**config.mk**
```make
export PLATFORM = sky130hd
export DESIGN_NAME = alu_share_arbiter_flat
export DESIGN_NICKNAME = d
export VERILOG_FILES = /design/src/rtl/alu_share_arbiter_if.sv /design/src/rtl/alu_share_arbiter.sv /design/src/flat_wrapper.sv
export SDC_FILE = /design/constraint.sdc
export NUM_CORES = 1
export LEC_CHECK = 0
export BUFFER_PORTS_ARGS = -buffer_cell sky130_fd_sc_hd__buf_4
export CORE_AREA = 2 2 118 120
export CTS_BUF_LIST = sky130_fd_sc_hd__clkbuf_4 sky130_fd_sc_hd__clkbuf_8
export CTS_CLUSTER_DIAMETER = 30
export CTS_CLUSTER_SIZE = 28
export DETAILED_ROUTE_END_ITERATION = 8
export DIE_AREA = 0 0 120 122
export PLACE_DENSITY = 0.69
export SYNTH_ARGS = -nofsm -noshare
export SYNTH_HDL_FRONTEND = slang
export SYNTH_SLANG_ARGS = --single-unit
```
**constraint.sdc**
```tcl
create_clock -name clock -period 1.3 [get_ports clock]
set_input_delay 0.26 -clock clock [delete_from_list [all_inputs] [get_ports clock]]
set_output_delay 0.26 -clock clock [all_outputs]
set_load 0.005 [all_outputs]
```
**src/rtl/alu_share_arbiter_if.sv**
```systemverilog
// Bus bundle for alu_share_arbiter: request channel, shared ALU drive/return,
// response channel and busy. The arbiter uses the slave modport; the environment
// (requesters, ALU, response consumer) uses the master modport.
interface alu_share_arbiter_if #(
  parameter int unsigned NUM_REQ = 2,
  parameter int unsigned ID_W    = 1
);
  logic [NUM_REQ-1:0]    req_valid;
  logic [NUM_REQ-1:0]    req_ready;
  logic [32*NUM_REQ-1:0] req_operandA;
  logic [32*NUM_REQ-1:0] req_operandB;
  logic [5*NUM_REQ-1:0]  req_opcode;
  logic [5*NUM_REQ-1:0]  req_shiftamt;

  logic [31:0]           alu_operandA;
  logic [31:0]           alu_operandB;
  logic [4:0]            alu_opcode;
  logic [4:0]            alu_shiftamt;
  logic [31:0]           alu_result;
  logic                  alu_ne;
  logic                  alu_lt;
  logic                  alu_ovf;

  logic                  resp_valid;
  logic                  resp_ready;
  logic [ID_W-1:0]       resp_id;
  logic [31:0]           resp_result;
  logic                  resp_ne;
  logic                  resp_lt;
  logic                  resp_ovf;
  logic                  busy;

  modport slave (
    input  req_valid, req_operandA, req_operandB, req_opcode, req_shiftamt,
    input  alu_result, alu_ne, alu_lt, alu_ovf, resp_ready,
    output req_ready, alu_operandA, alu_operandB, alu_opcode, alu_shiftamt,
    output resp_valid, resp_id, resp_result, resp_ne, resp_lt, resp_ovf, busy
  );

  modport master (
    output req_valid, req_operandA, req_operandB, req_opcode, req_shiftamt,
    output alu_result, alu_ne, alu_lt, alu_ovf, resp_ready,
    input  req_ready, alu_operandA, alu_operandB, alu_opcode, alu_shiftamt,
    input  resp_valid, resp_id, resp_result, resp_ne, resp_lt, resp_ovf, busy
  );
endinterface

```
**src/rtl/alu_share_arbiter.sv**
```systemverilog
// Shares one external combinational ALU among NUM_REQ requesters. One operation
// in flight: IDLE (arbitrate/accept) -> EXEC (ALU settles) -> RESP (hold until
// consumed). Default arbitration is round-robin; defining ALU_SHARE_FIXED_PRIO_EN
// switches to fixed priority (lowest index wins).
module alu_share_arbiter #(
  parameter int unsigned NUM_REQ = 2,
  parameter int unsigned ID_W    = 1
) (
  input logic               clock,
  input logic               reset,
  alu_share_arbiter_if.slave bus_io
);

  typedef enum logic [1:0] {
    StIdle = 2'd0,
    StExec = 2'd1,
    StResp = 2'd2
  } state_e;

  state_e             state_q, state_d;
  logic [31:0]        alu_a_q, alu_a_d;
  logic [31:0]        alu_b_q, alu_b_d;
  logic [4:0]         alu_op_q, alu_op_d;
  logic [4:0]         alu_sh_q, alu_sh_d;
  logic [ID_W-1:0]    id_q, id_d;
  logic [31:0]        res_q, res_d;
  logic               ne_q, ne_d;
  logic               lt_q, lt_d;
  logic               ovf_q, ovf_d;

  logic               grant_vld;
  logic [ID_W-1:0]    grant_idx;
  logic [NUM_REQ-1:0] req_ready_c;
  logic [31:0]        sel_a, sel_b;
  logic [4:0]         sel_op, sel_sh;

`ifdef ALU_SHARE_FIXED_PRIO_EN
  // Fixed priority: lowest-index valid requester wins.
  always_comb begin
    grant_vld = 1'b0;
    grant_idx = '0;
    for (int i = NUM_REQ - 1; i >= 0; i--) begin
      if (bus_io.req_valid[i]) begin
        grant_vld = 1'b1;
        grant_idx = ID_W'(i);
      end
    end
  end
`else
  logic [ID_W-1:0]    last_grant_q, last_grant_d;
  int unsigned        rr_idx;
  logic [NUM_REQ-1:0] rr_shift;

  // Round-robin: first valid requester after the previous winner, wrapping.
  always_comb begin
    grant_vld = 1'b0;
    grant_idx = '0;
    rr_idx    = 0;
    rr_shift  = '0;
    for (int unsigned k = 1; k <= NUM_REQ; k++) begin
      rr_idx = 32'(last_grant_q) + k;
      if (rr_idx >= NUM_REQ) rr_idx = rr_idx - NUM_REQ;
      rr_shift = bus_io.req_valid >> rr_idx;
      if (!grant_vld && rr_shift[0]) begin
        grant_vld = 1'b1;
        grant_idx = ID_W'(rr_idx);
      end
    end
  end
`endif

  // Pick the winner's operand slice out of the flattened request buses.
  always_comb begin
    sel_a  = '0;
    sel_b  = '0;
    sel_op = '0;
    sel_sh = '0;
    for (int i = 0; i < NUM_REQ; i++) begin
      if (grant_idx == ID_W'(i)) begin
        sel_a  = bus_io.req_operandA[32*i +: 32];
        sel_b  = bus_io.req_operandB[32*i +: 32];
        sel_op = bus_io.req_opcode[5*i +: 5];
        sel_sh = bus_io.req_shiftamt[5*i +: 5];
      end
    end
  end

  // Next-state and accept logic; registers hold unless the current state updates them.
  always_comb begin
    state_d     = state_q;
    alu_a_d     = alu_a_q;
    alu_b_d     = alu_b_q;
    alu_op_d    = alu_op_q;
    alu_sh_d    = alu_sh_q;
    id_d        = id_q;
    res_d       = res_q;
    ne_d        = ne_q;
    lt_d        = lt_q;
    ovf_d       = ovf_q;
    req_ready_c = '0;
`ifndef ALU_SHARE_FIXED_PRIO_EN
    last_grant_d = last_grant_q;
`endif
    unique case (state_q)
      StIdle: begin
        // No accept while reset is asserted: the operation would be dropped anyway.
        if (grant_vld && !reset) begin
          req_ready_c = NUM_REQ'(1) << grant_idx;
          alu_a_d     = sel_a;
          alu_b_d     = sel_b;
          alu_op_d    = sel_op;
          alu_sh_d    = sel_sh;
          id_d        = grant_idx;
`ifndef ALU_SHARE_FIXED_PRIO_EN
          last_grant_d = grant_idx;
`endif
          state_d     = StExec;
        end
      end
      StExec: begin
        res_d   = bus_io.alu_result;
        ne_d    = bus_io.alu_ne;
        lt_d    = bus_io.alu_lt;
        ovf_d   = bus_io.alu_ovf;
        state_d = StResp;
      end
      StResp: begin
        if (bus_io.resp_ready) state_d = StIdle;
      end
      default: state_d = StIdle;
    endcase
  end

  // State and datapath registers with synchronous reset.
  always_ff @(posedge clock) begin
    if (reset) begin
      state_q  <= StIdle;
      alu_a_q  <= '0;
      alu_b_q  <= '0;
      alu_op_q <= '0;
      alu_sh_q <= '0;
      id_q     <= '0;
      res_q    <= '0;
      ne_q     <= 1'b0;
      lt_q     <= 1'b0;
      ovf_q    <= 1'b0;
`ifndef ALU_SHARE_FIXED_PRIO_EN
      last_grant_q <= ID_W'(NUM_REQ - 1);
`endif
    end else begin
      state_q  <= state_d;
      alu_a_q  <= alu_a_d;
      alu_b_q  <= alu_b_d;
      alu_op_q <= alu_op_d;
      alu_sh_q <= alu_sh_d;
      id_q     <= id_d;
      res_q    <= res_d;
      ne_q     <= ne_d;
      lt_q     <= lt_d;
      ovf_q    <= ovf_d;
`ifndef ALU_SHARE_FIXED_PRIO_EN
      last_grant_q <= last_grant_d;
`endif
    end
  end

  assign bus_io.req_ready    = req_ready_c;
  assign bus_io.alu_operandA = alu_a_q;
  assign bus_io.alu_operandB = alu_b_q;
  assign bus_io.alu_opcode   = alu_op_q;
  assign bus_io.alu_shiftamt = alu_sh_q;
  assign bus_io.resp_valid   = (state_q == StResp);
  assign bus_io.resp_id      = id_q;
  assign bus_io.resp_result  = res_q;
  assign bus_io.resp_ne      = ne_q;
  assign bus_io.resp_lt      = lt_q;
  assign bus_io.resp_ovf     = ovf_q;
  assign bus_io.busy         = (state_q != StIdle);

endmodule

```
**src/flat_wrapper.sv**
```systemverilog
// flat-port wrapper written by rule: the top's interface ports become plain ports
module alu_share_arbiter_flat 
#(
  parameter int unsigned NUM_REQ = 2,
  parameter int unsigned ID_W    = 1
)
  (clock, reset, bus_io_req_valid, bus_io_req_operandA, bus_io_req_operandB, bus_io_req_opcode, bus_io_req_shiftamt, bus_io_alu_result, bus_io_alu_ne, bus_io_alu_lt, bus_io_alu_ovf, bus_io_resp_ready, bus_io_req_ready, bus_io_alu_operandA, bus_io_alu_operandB, bus_io_alu_opcode, bus_io_alu_shiftamt, bus_io_resp_valid, bus_io_resp_id, bus_io_resp_result, bus_io_resp_ne, bus_io_resp_lt, bus_io_resp_ovf, bus_io_busy);
  alu_share_arbiter_if #(.NUM_REQ(NUM_REQ), .ID_W(ID_W)) bus_io_i ();
  input logic clock;
  input logic reset;
  input wire logic [$bits(bus_io_i.req_valid)-1:0] bus_io_req_valid;
  input wire logic [$bits(bus_io_i.req_operandA)-1:0] bus_io_req_operandA;
  input wire logic [$bits(bus_io_i.req_operandB)-1:0] bus_io_req_operandB;
  input wire logic [$bits(bus_io_i.req_opcode)-1:0] bus_io_req_opcode;
  input wire logic [$bits(bus_io_i.req_shiftamt)-1:0] bus_io_req_shiftamt;
  input wire logic [$bits(bus_io_i.alu_result)-1:0] bus_io_alu_result;
  input wire logic [$bits(bus_io_i.alu_ne)-1:0] bus_io_alu_ne;
  input wire logic [$bits(bus_io_i.alu_lt)-1:0] bus_io_alu_lt;
  input wire logic [$bits(bus_io_i.alu_ovf)-1:0] bus_io_alu_ovf;
  input wire logic [$bits(bus_io_i.resp_ready)-1:0] bus_io_resp_ready;
  output wire logic [$bits(bus_io_i.req_ready)-1:0] bus_io_req_ready;
  output wire logic [$bits(bus_io_i.alu_operandA)-1:0] bus_io_alu_operandA;
  output wire logic [$bits(bus_io_i.alu_operandB)-1:0] bus_io_alu_operandB;
  output wire logic [$bits(bus_io_i.alu_opcode)-1:0] bus_io_alu_opcode;
  output wire logic [$bits(bus_io_i.alu_shiftamt)-1:0] bus_io_alu_shiftamt;
  output wire logic [$bits(bus_io_i.resp_valid)-1:0] bus_io_resp_valid;
  output wire logic [$bits(bus_io_i.resp_id)-1:0] bus_io_resp_id;
  output wire logic [$bits(bus_io_i.resp_result)-1:0] bus_io_resp_result;
  output wire logic [$bits(bus_io_i.resp_ne)-1:0] bus_io_resp_ne;
  output wire logic [$bits(bus_io_i.resp_lt)-1:0] bus_io_resp_lt;
  output wire logic [$bits(bus_io_i.resp_ovf)-1:0] bus_io_resp_ovf;
  output wire logic [$bits(bus_io_i.busy)-1:0] bus_io_busy;
  assign bus_io_i.req_valid = bus_io_req_valid;
  assign bus_io_i.req_operandA = bus_io_req_operandA;
  assign bus_io_i.req_operandB = bus_io_req_operandB;
  assign bus_io_i.req_opcode = bus_io_req_opcode;
  assign bus_io_i.req_shiftamt = bus_io_req_shiftamt;
  assign bus_io_i.alu_result = bus_io_alu_result;
  assign bus_io_i.alu_ne = bus_io_alu_ne;
  assign bus_io_i.alu_lt = bus_io_alu_lt;
  assign bus_io_i.alu_ovf = bus_io_alu_ovf;
  assign bus_io_i.resp_ready = bus_io_resp_ready;
  assign bus_io_req_ready = bus_io_i.req_ready;
  assign bus_io_alu_operandA = bus_io_i.alu_operandA;
  assign bus_io_alu_operandB = bus_io_i.alu_operandB;
  assign bus_io_alu_opcode = bus_io_i.alu_opcode;
  assign bus_io_alu_shiftamt = bus_io_i.alu_shiftamt;
  assign bus_io_resp_valid = bus_io_i.resp_valid;
  assign bus_io_resp_id = bus_io_i.resp_id;
  assign bus_io_resp_result = bus_io_i.resp_result;
  assign bus_io_resp_ne = bus_io_i.resp_ne;
  assign bus_io_resp_lt = bus_io_i.resp_lt;
  assign bus_io_resp_ovf = bus_io_i.resp_ovf;
  assign bus_io_busy = bus_io_i.busy;
  alu_share_arbiter #(.NUM_REQ(NUM_REQ), .ID_W(ID_W)) u_core (.clock(clock), .reset(reset), .bus_io(bus_io_i));
endmodule
```
Word level (Yosys, flattened, before mapping) --
Index checks and enable logic that the tools add are counted.
Word-level totals: register bits after elaboration 113, input bits 188, output and inout port bits 114, word-level logic and storage cells 47
Operators by class: add/subtract/negate cells 4, magnitude comparators 2, equal/unequal tests 4, shifts and indexed selects 3, multiplexer cells 15, reduce and logical (&&, ||, !) cells 8
Operator list (count):
- 32-bit 2-to-1 mux | 4
- 32-bit by 2-bit greater-or-equal comparator with 1-bit output, second input constant | 2
- 2-bit by 32-bit >> shifter with 1-bit output | 2
- 32-bit by 2-bit subtractor with 32-bit output, second input constant | 2
- 5-bit 2-to-1 mux | 2
- 2-bit 2-to-1 mux | 4
- 2-bit case mux with 3 select lines | 1
- 1-bit 2-to-1 mux | 4
- 2-bit AND reduction | 2
- 1-bit by 2-bit adder with 3-bit output, second input constant | 1
- 1-bit by 1-bit adder with 2-bit output, second input constant | 1
- 2-bit by 1-bit == test with 1-bit output, second input constant | 1
- 2-bit == test, second input constant | 1
- 1-bit logical AND | 2
- 1-bit zero test | 2
- 2-bit zero test | 1
- 2-bit by 1-bit inequality test with 1-bit output, second input constant | 1
- 2-bit inequality test, second input constant | 1
- 2-bit nonzero test | 1
- 1-bit by 1-bit << shifter with 2-bit output, first input constant | 1

Logic depth before layout (Yosys ltp) --
Gate-level depths: netlist of the first run.
depth in word-level cells 11, depth in mapped cells 7, depth with buffers taken out 3

Worst setup path before layout of the first run --
OpenSTA, ideal clock, no wires.
path kind reg-to-output, start point register u_core.state_q[0], end point output port bus_io_req_ready[0], arrival time 1.203 ns, required time 1.040 ns, slack -0.163 ns, cell stages (with the launch flop) 5, buffers on the path 2, cell sequence dfxtp_1 > or3_4 > buf_6 > buf_6 > nor3b_1
On the way: longest elaborated chain between the ends 2
Ends and longest elaborated chain:
- start, declared | line alu_share_arbiter.sv:20 | state_e state_q, state_d;
- start signal, assigned | line alu_share_arbiter.sv:137 | state_q <= StIdle;
- start signal, assigned | line alu_share_arbiter.sv:151 | state_q <= state_d;
- 2-bit zero test | line alu_share_arbiter.sv:104 | unique case (state_q)
- 2-bit 2-to-1 mux | line alu_share_arbiter.sv:104
- end, declared | line flat_wrapper.sv:21 | output wire logic [$bits(bus_io_i.req_ready)-1:0] bus_io_req_ready;
Every way passes these cells.

Worst setup path in the final report of the first run --
start point register u_core.state_q[1], end point output port bus_io_req_ready[0]
Same word-level chain as after synthesis.

==> impl_results.md, run 1 <==
- Status: finished with violations
- Failing checks: setup timing
- Total GRT Usage: 23.0%
- Total Die Area: 14,600 um2
- Hold path endpoint: u_core.bus_io.alu_operandA[22]
- DR pass1 iterations: 5
- Sequential fraction of the synthesis area: 50.1%
- Kind of start point of the critical path: flip-flop
- H-tree levels: 4
- Crit Path Max Fanout: 2
- Worst Setup SP: u_core.state_q[1]
- WHS Path Cells: 2
- Worst vdd ir: 0.982 mV
- Most common cell after layout, fill and taps aside: buf_4
- Final Critical Period: 1.75 ns
- Clk_skew: 0.0186 ns
- Maxcap violations: 0
- Hold Fails Final Rpt: 0
- Share of layout cells above drive strength 1: 58.3%
- GR Layer Usage met3: 7.72%
- Initial antenna violation count: 0
- Clk buf depth: 2
- Initial DRC Count: 326
- Sink Count: 113
- Syn_nets: 701
- Worst-Skew Late Latency: 0.44 ns
- I/O pins: 302
- Pwr dens: 1280 nW/um2
- Vias in the first global route: 5,166
- Final HPWL DP: 11,800 um
- FF-to-FF End: u_core.bus_io.alu_operandA[28]
- Grt met1 use: 26.3%
- Worst Hold Launch: bus_io_req_operandA[54]
- Synthesized area: 4520 um2
- Vias: 5,471
- Most Used Layer, Global Route: met2
- Die height: 122 um
- Drt via density: 5.30
- Multi-input gate area: 2420 um2
- Synth cell types: 21
- Setup WS pre-CTS: -0.207 ns
- Worst Slack Setup Final: -0.453 ns
- First-pass GRT wire length: 26,400 um
- Core box area: 13,500 um2
- Final setup fails: 111
- Met2 Use GR: 38.8%
- Area grow syn2layout: 93.0%
- Worst Tran Pin Value: 0.528 ns
- Unrepaired setup endpoints after global routing: yes
- Leak: 4.02 nW
- CTS tree: yes
- Commonest cells after routing, fill and taps aside: buf_4 (320), nand2_1 (115), dfxtp_1 (110)
- Mean Syn Cell Area: 8.80 um2
- Post-route DRC violation count: 0
- Clock slew at reported path FFs: 0.08 ns
- Part of the cycle the worst path needs: 135%
- CTS Buf Count: 17
- Flops & latches, synth: 113
- Post-Layout Cell Count: 1,033
- GRT overflow: 0
- Initial core utilization: 33.4%
- Buf/Inv on CP: 1
- Wire per inst: 18.9 um
- Largest delay contributor family on the critical path: simple AND/OR/NAND/NOR gates
- Max Slew Vio Count: 0
- Critical Path AT: 1.49 ns
- Fin nets: 1,028
- Relative slew slack: 64.8%
- Cells along the critical path: or3_4 > nor3b_4 > buf_4
- Row count: 43
- HP Class: in -> reg
- Routability Congestion: 0.860
- ANT nets after route: 0
- Crit Path Category: reg -> out
- Hold_buf cts: 0
- Cells after synthesis: 513
- Clk root buf: clkbuf_8
- Highest Clock Rate: 570 MHz
- Critical-path top delay cell: or3_4
- YS warnings: 0
- I/O Buffers: 301
- R2r setup slk: -0.31 ns
- Routed wire length: 19,600 um
- Worst reg2reg startpoint: u_core.state_q[1]
- Pin count of the biggest net entering global routing: 53
- Fillers: 1,070
- N_diodes: 0
- Register area: 2270 um2
- R2R cell count: 5
- Worst Path Required: 1.04 ns
- Die Wd: 120 um
- Worst setup EP type: output port
- CP peak stage delay: 0.38 ns
- Placed Cells: 966
per-stage QoR:
stage	setup TNS [ns]	power, W	hold WS, ns	area, um2	util (%)
2_1_floorplan	-2.84	0.00485	0.396	4540	-
3_3_place_gp	-8.91	0.00607	0.439	7070	52.3
3_5_place_dp	-10.52	0.00611	0.446	7070	52.3
4_1_cts	-21.69	0.0107	0.0122	7970	59.0
5_1_grt	-30.68	0.0115	0.0140	8720	64.6
6_report	-23.35	0.0111	0.0402	8720	64.6
worst max-delay path by stage:
stage | to | slack [ns] | depth (start not counted)
floorplan | bus_io_req_ready[0] | -0.10 | 4
global placement | u_core.bus_io.alu_shiftamt[0] | -0.20 | 5
detailed placement | u_core.bus_io.alu_operandB[7] | -0.21 | 5
CTS | bus_io_req_ready[0] | -0.49 | 3
global route | bus_io_req_ready[0] | -0.51 | 3
finish | bus_io_req_ready[0] | -0.45 | 3
timing repair:
| item | 4_1_cts | 5_1_grt |
|---|---|---|
| buffers inserted | 9 | 6 |
| pin swaps | 4 | 24 |
| cloned | 5 | 15 |
| gates resized for setup | 35 | 102 |
| endpoints found under the setup margin | 79 | 116 |
registers in the layout (all words and copies together) (netlist names):
register,cells
u_core.bus_io.alu_operandA,32
u_core.bus_io.alu_operandB,32
u_core.bus_io.resp_result,32
u_core.bus_io.alu_opcode,5
u_core.bus_io.alu_shiftamt,5
u_core.state_q,2
u_core.bus_io.resp_id,1
u_core.bus_io.resp_lt,1
u_core.bus_io.resp_ne,1
u_core.bus_io.resp_ovf,1
u_core.last_grant_q,1
synthesized netlist by cell type (all sizes together):
cell type    n  area share, %
and3         1           0.14
clkbuf      19            1.6
dfxtp      113             50
and2         1           0.14
nor3        75            8.3
inv          1          0.083
buf         35            5.2
nor2b        3           0.42
nand2b       2           0.28
a21oi       37            4.2
a221o       75             17
a21o         1           0.17
nor2         1          0.083
nor3b        1           0.17
nand2      146             12
or3          1           0.25
or2          1           0.14
logic make-up (layout without fill, tap and decap cells):
logic type | Yosys count | in the layout | share of synthesized area [%]
compound gates | 113 | 113 | 21.0
buf+inv | 55 | 395 | 6.90
simple gates | 232 | 232 | 22.1
flops | 113 | 113 | 50.1
layer usage:
metal | routed length (um) | part of all wire, %
met1 | 7560 | 39
met2 | 9700 | 50
met3 | 1760 | 9.0
met4 | 536 | 2.7
met5 | 0 | 0
layout make-up:
| cell class | count | share of cell area (%) |
|---|---|---|
| timing repair buffer | 362 | 37.5 |
| tap | 180 | 2.58 |
| clock inverter | 9 | 2.57 |
| sequential | 113 | 26.0 |
| inverter | 1 | 0.0431 |
| clock buffer | 23 | 3.49 |
| multi-input combinational | 345 | 27.8 |
worst reg2reg max path, cell delays in order (launching register included):
cell       delay (ns)
dfxtp_2          0.32
or3_4            0.38
buf_4            0.19
bufbuf_16        0.32
nor3_1           0.23
a221o_1          0.14
where the power goes:
part	switching (W)	leakage [nW]	internal, W
logic	0.00114	2.82	0.00160
registers	0.000201	0.930	0.00380
clock network	0.00147	0.267	0.00292
total	0.00281	4.02	0.00832
Power figures use the tool's default switching activity.
==> inputs of run 2 (changes only) <==
--- a/config.mk
+++ b/config.mk
@@ -16,3 +16,4 @@
 export SYNTH_ARGS = -nofsm -noshare
 export SYNTH_HDL_FRONTEND = slang
 export SYNTH_SLANG_ARGS = --single-unit
+export TNS_END_PERCENT = 30
==> run 2 against run 1 <==
  * Cell count fell by 1.8%
  * Global-route usage decreased by 0.24 points
  * Design area down 6.3%
  * Flip-flop and latch count unchanged
  * Critical path type unchanged
  * Sequential power is essentially flat
  * Via count decreased by 2.2%
  * Fmax shrank 0.53%
  * The run still ends with setup timing left
  * Critical path depth unchanged
  * Highest routed layer unchanged
  * Utilization shrank 4.1 points
  * Die area unchanged
==> impl_results.md, run 2 (synthesized netlist as in run 1, its figures left out) <==
- Crit Path Max Fanout: 2
- Routability Congestion: 0.826
- Worst Hold Launch: bus_io_req_operandA[51]
- Final setup fails: 114
- Routed wire length: 17,900 um
- Core box area: 13,500 um2
- Vias in the first global route: 5,112
- First-pass GRT wire length: 26,300 um
- Die height: 122 um
- GRT overflow: 0
- I/O pins: 302
- Worst setup EP type: output port
- Setup WS pre-CTS: -0.165 ns
- Worst Tran Pin Value: 0.504 ns
- CTS tree: yes
- Worst Path Required: 1.04 ns
- Clk root buf: clkbuf_8
- Sink Count: 113
- Placed Cells: 966
- Post-route DRC violation count: 0
- Max Slew Vio Count: 0
- Area grow syn2layout: 80.8%
- Worst-Skew Late Latency: 0.44 ns
- Failing checks: setup timing
- Initial DRC Count: 382
- Unrepaired setup endpoints after global routing: yes
- Total GRT Usage: 22.8%
- R2r setup slk: -0.31 ns
- Crit Path Category: reg -> out
- Clk_skew: 0.00782 ns
- Post-Layout Cell Count: 1,014
- Kind of start point of the critical path: flip-flop
- Highest Clock Rate: 567 MHz
- Pwr dens: 1190 nW/um2
- N_diodes: 0
- Relative slew slack: 66.4%
- ANT nets after route: 0
- Die Wd: 120 um
- Most common cell after layout, fill and taps aside: buf_4
- Part of the cycle the worst path needs: 136%
- Share of layout cells above drive strength 1: 54.4%
- Worst vdd ir: 0.727 mV
- Maxcap violations: 0
- CP peak stage delay: 0.41 ns
- Commonest cells after routing, fill and taps aside: buf_4 (321), nand2_1 (146), dfxtp_1 (110)
- Worst Slack Setup Final: -0.462 ns
- Critical Path AT: 1.50 ns
- Critical-path top delay cell: or3_4
- Row count: 43
- Clock slew at reported path FFs: 0.07 ns
- Wire per inst: 17.7 um
- DR pass1 iterations: 5
- Drt via density: 5.27
- Fin nets: 1,010
- Clk buf depth: 2
- Leak: 3.69 nW
- Status: finished with violations
- Vias: 5,348
- Worst Setup SP: u_core.state_q[1]
- Cells along the critical path: or3_4 > nor3b_4 > buf_4
- CTS Buf Count: 17
- Final HPWL DP: 11,700 um
- Pin count of the biggest net entering global routing: 45
- Worst reg2reg startpoint: u_core.state_q[1]
- Total Die Area: 14,600 um2
- Initial antenna violation count: 0
- Initial core utilization: 33.4%
- H-tree levels: 4
- I/O Buffers: 301
- Hold Fails Final Rpt: 0
- HP Class: in -> reg
- Hold_buf cts: 0
- Final Critical Period: 1.76 ns
[run 2: changes by cell type in the layout (fill, tap and decap cells not counted), sizes merged]
cell,before,now
bufbuf,1,2
buf,351,339
clkinvlp,0,4
bufinv,7,2
clkinv,2,4
clkbuf,33,24
[run 2: routing by layer]
| layer | track usage [%] | vias up | wire, um | part of all wire (%) |
|---|---|---|---|---|
| met5 | 0 | - | 0 | 0 |
| met4 | 9.34 | 0 | 340 | 1.9 |
| met3 | 8.61 | 27 | 1850 | 10 |
| met2 | 38.1 | 298 | 8870 | 49 |
| met1 | 26.3 | 2557 | 6890 | 38 |
| li1 | - | 2466 | - | - |
[run 2: what timing repair did]
action	in CTS	in global routing
setup buffers	7	3
pin swaps	5	8
setup endpoints to repair	78	114
cloned	4	3
gates resized for setup	28	71
hold endpoints to repair	0	0
[run 2: power by group]
group	switching [W]	internal, W	leakage, nW	total, W
Clock	0.00146	0.00185	0.193	0.00331
Combinational	0.00102	0.00139	2.57	0.00241
Sequential	0.000203	0.00380	0.930	0.00400
Total	0.00269	0.00704	3.69	0.00973
[run 2: final cells by class]
| class | count | area [um2] |
|---|---|---|
| clock inverter | 10 | 110 |
| timing repair buffer | 344 | 2890 |
| multi-input combinational | 345 | 2390 |
| sequential | 113 | 2270 |
| fill | 1195 | 5340 |
| inverter | 1 | 3.75 |
| clock buffer | 21 | 283 |
| tap | 180 | 225 |
[run 2: worst max-delay path, delay by kind of cell (launching register included)]
family                 cells  cell delay [ns]
buffers and inverters      1             0.14
AND/OR/NAND/NOR            2             0.61
flip-flops                 1             0.32
[run 2: through the flow]
| stage | hold slack, ns | total power [W] | area (um2) | utilization (%) | setup TNS (ns) |
|---|---|---|---|---|---|
| after floorplan | 0.396 | 0.00485 | 4530 | - | -3.10 |
| after global placement | 0.437 | 0.00604 | 7040 | 52.1 | -9.22 |
| after detailed placement | 0.450 | 0.00609 | 7040 | 52.1 | -10.63 |
| after CTS | 0.0122 | 0.00959 | 7750 | 57.4 | -20.61 |
| after global routing | 0.0110 | 0.0102 | 8170 | 60.5 | -28.47 |
| final | 0.0390 | 0.00973 | 8170 | 60.5 | -22.35 |
[run 2: final timing paths]
path / end / cells past startpoint
max: bus_io_req_ready[0] / 3
min: u_core.bus_io.alu_operandA[19] / 2
max reg2reg: u_core.bus_io.alu_operandA[2] / 6
min reg2reg: u_core.bus_io.resp_result[12] / 2
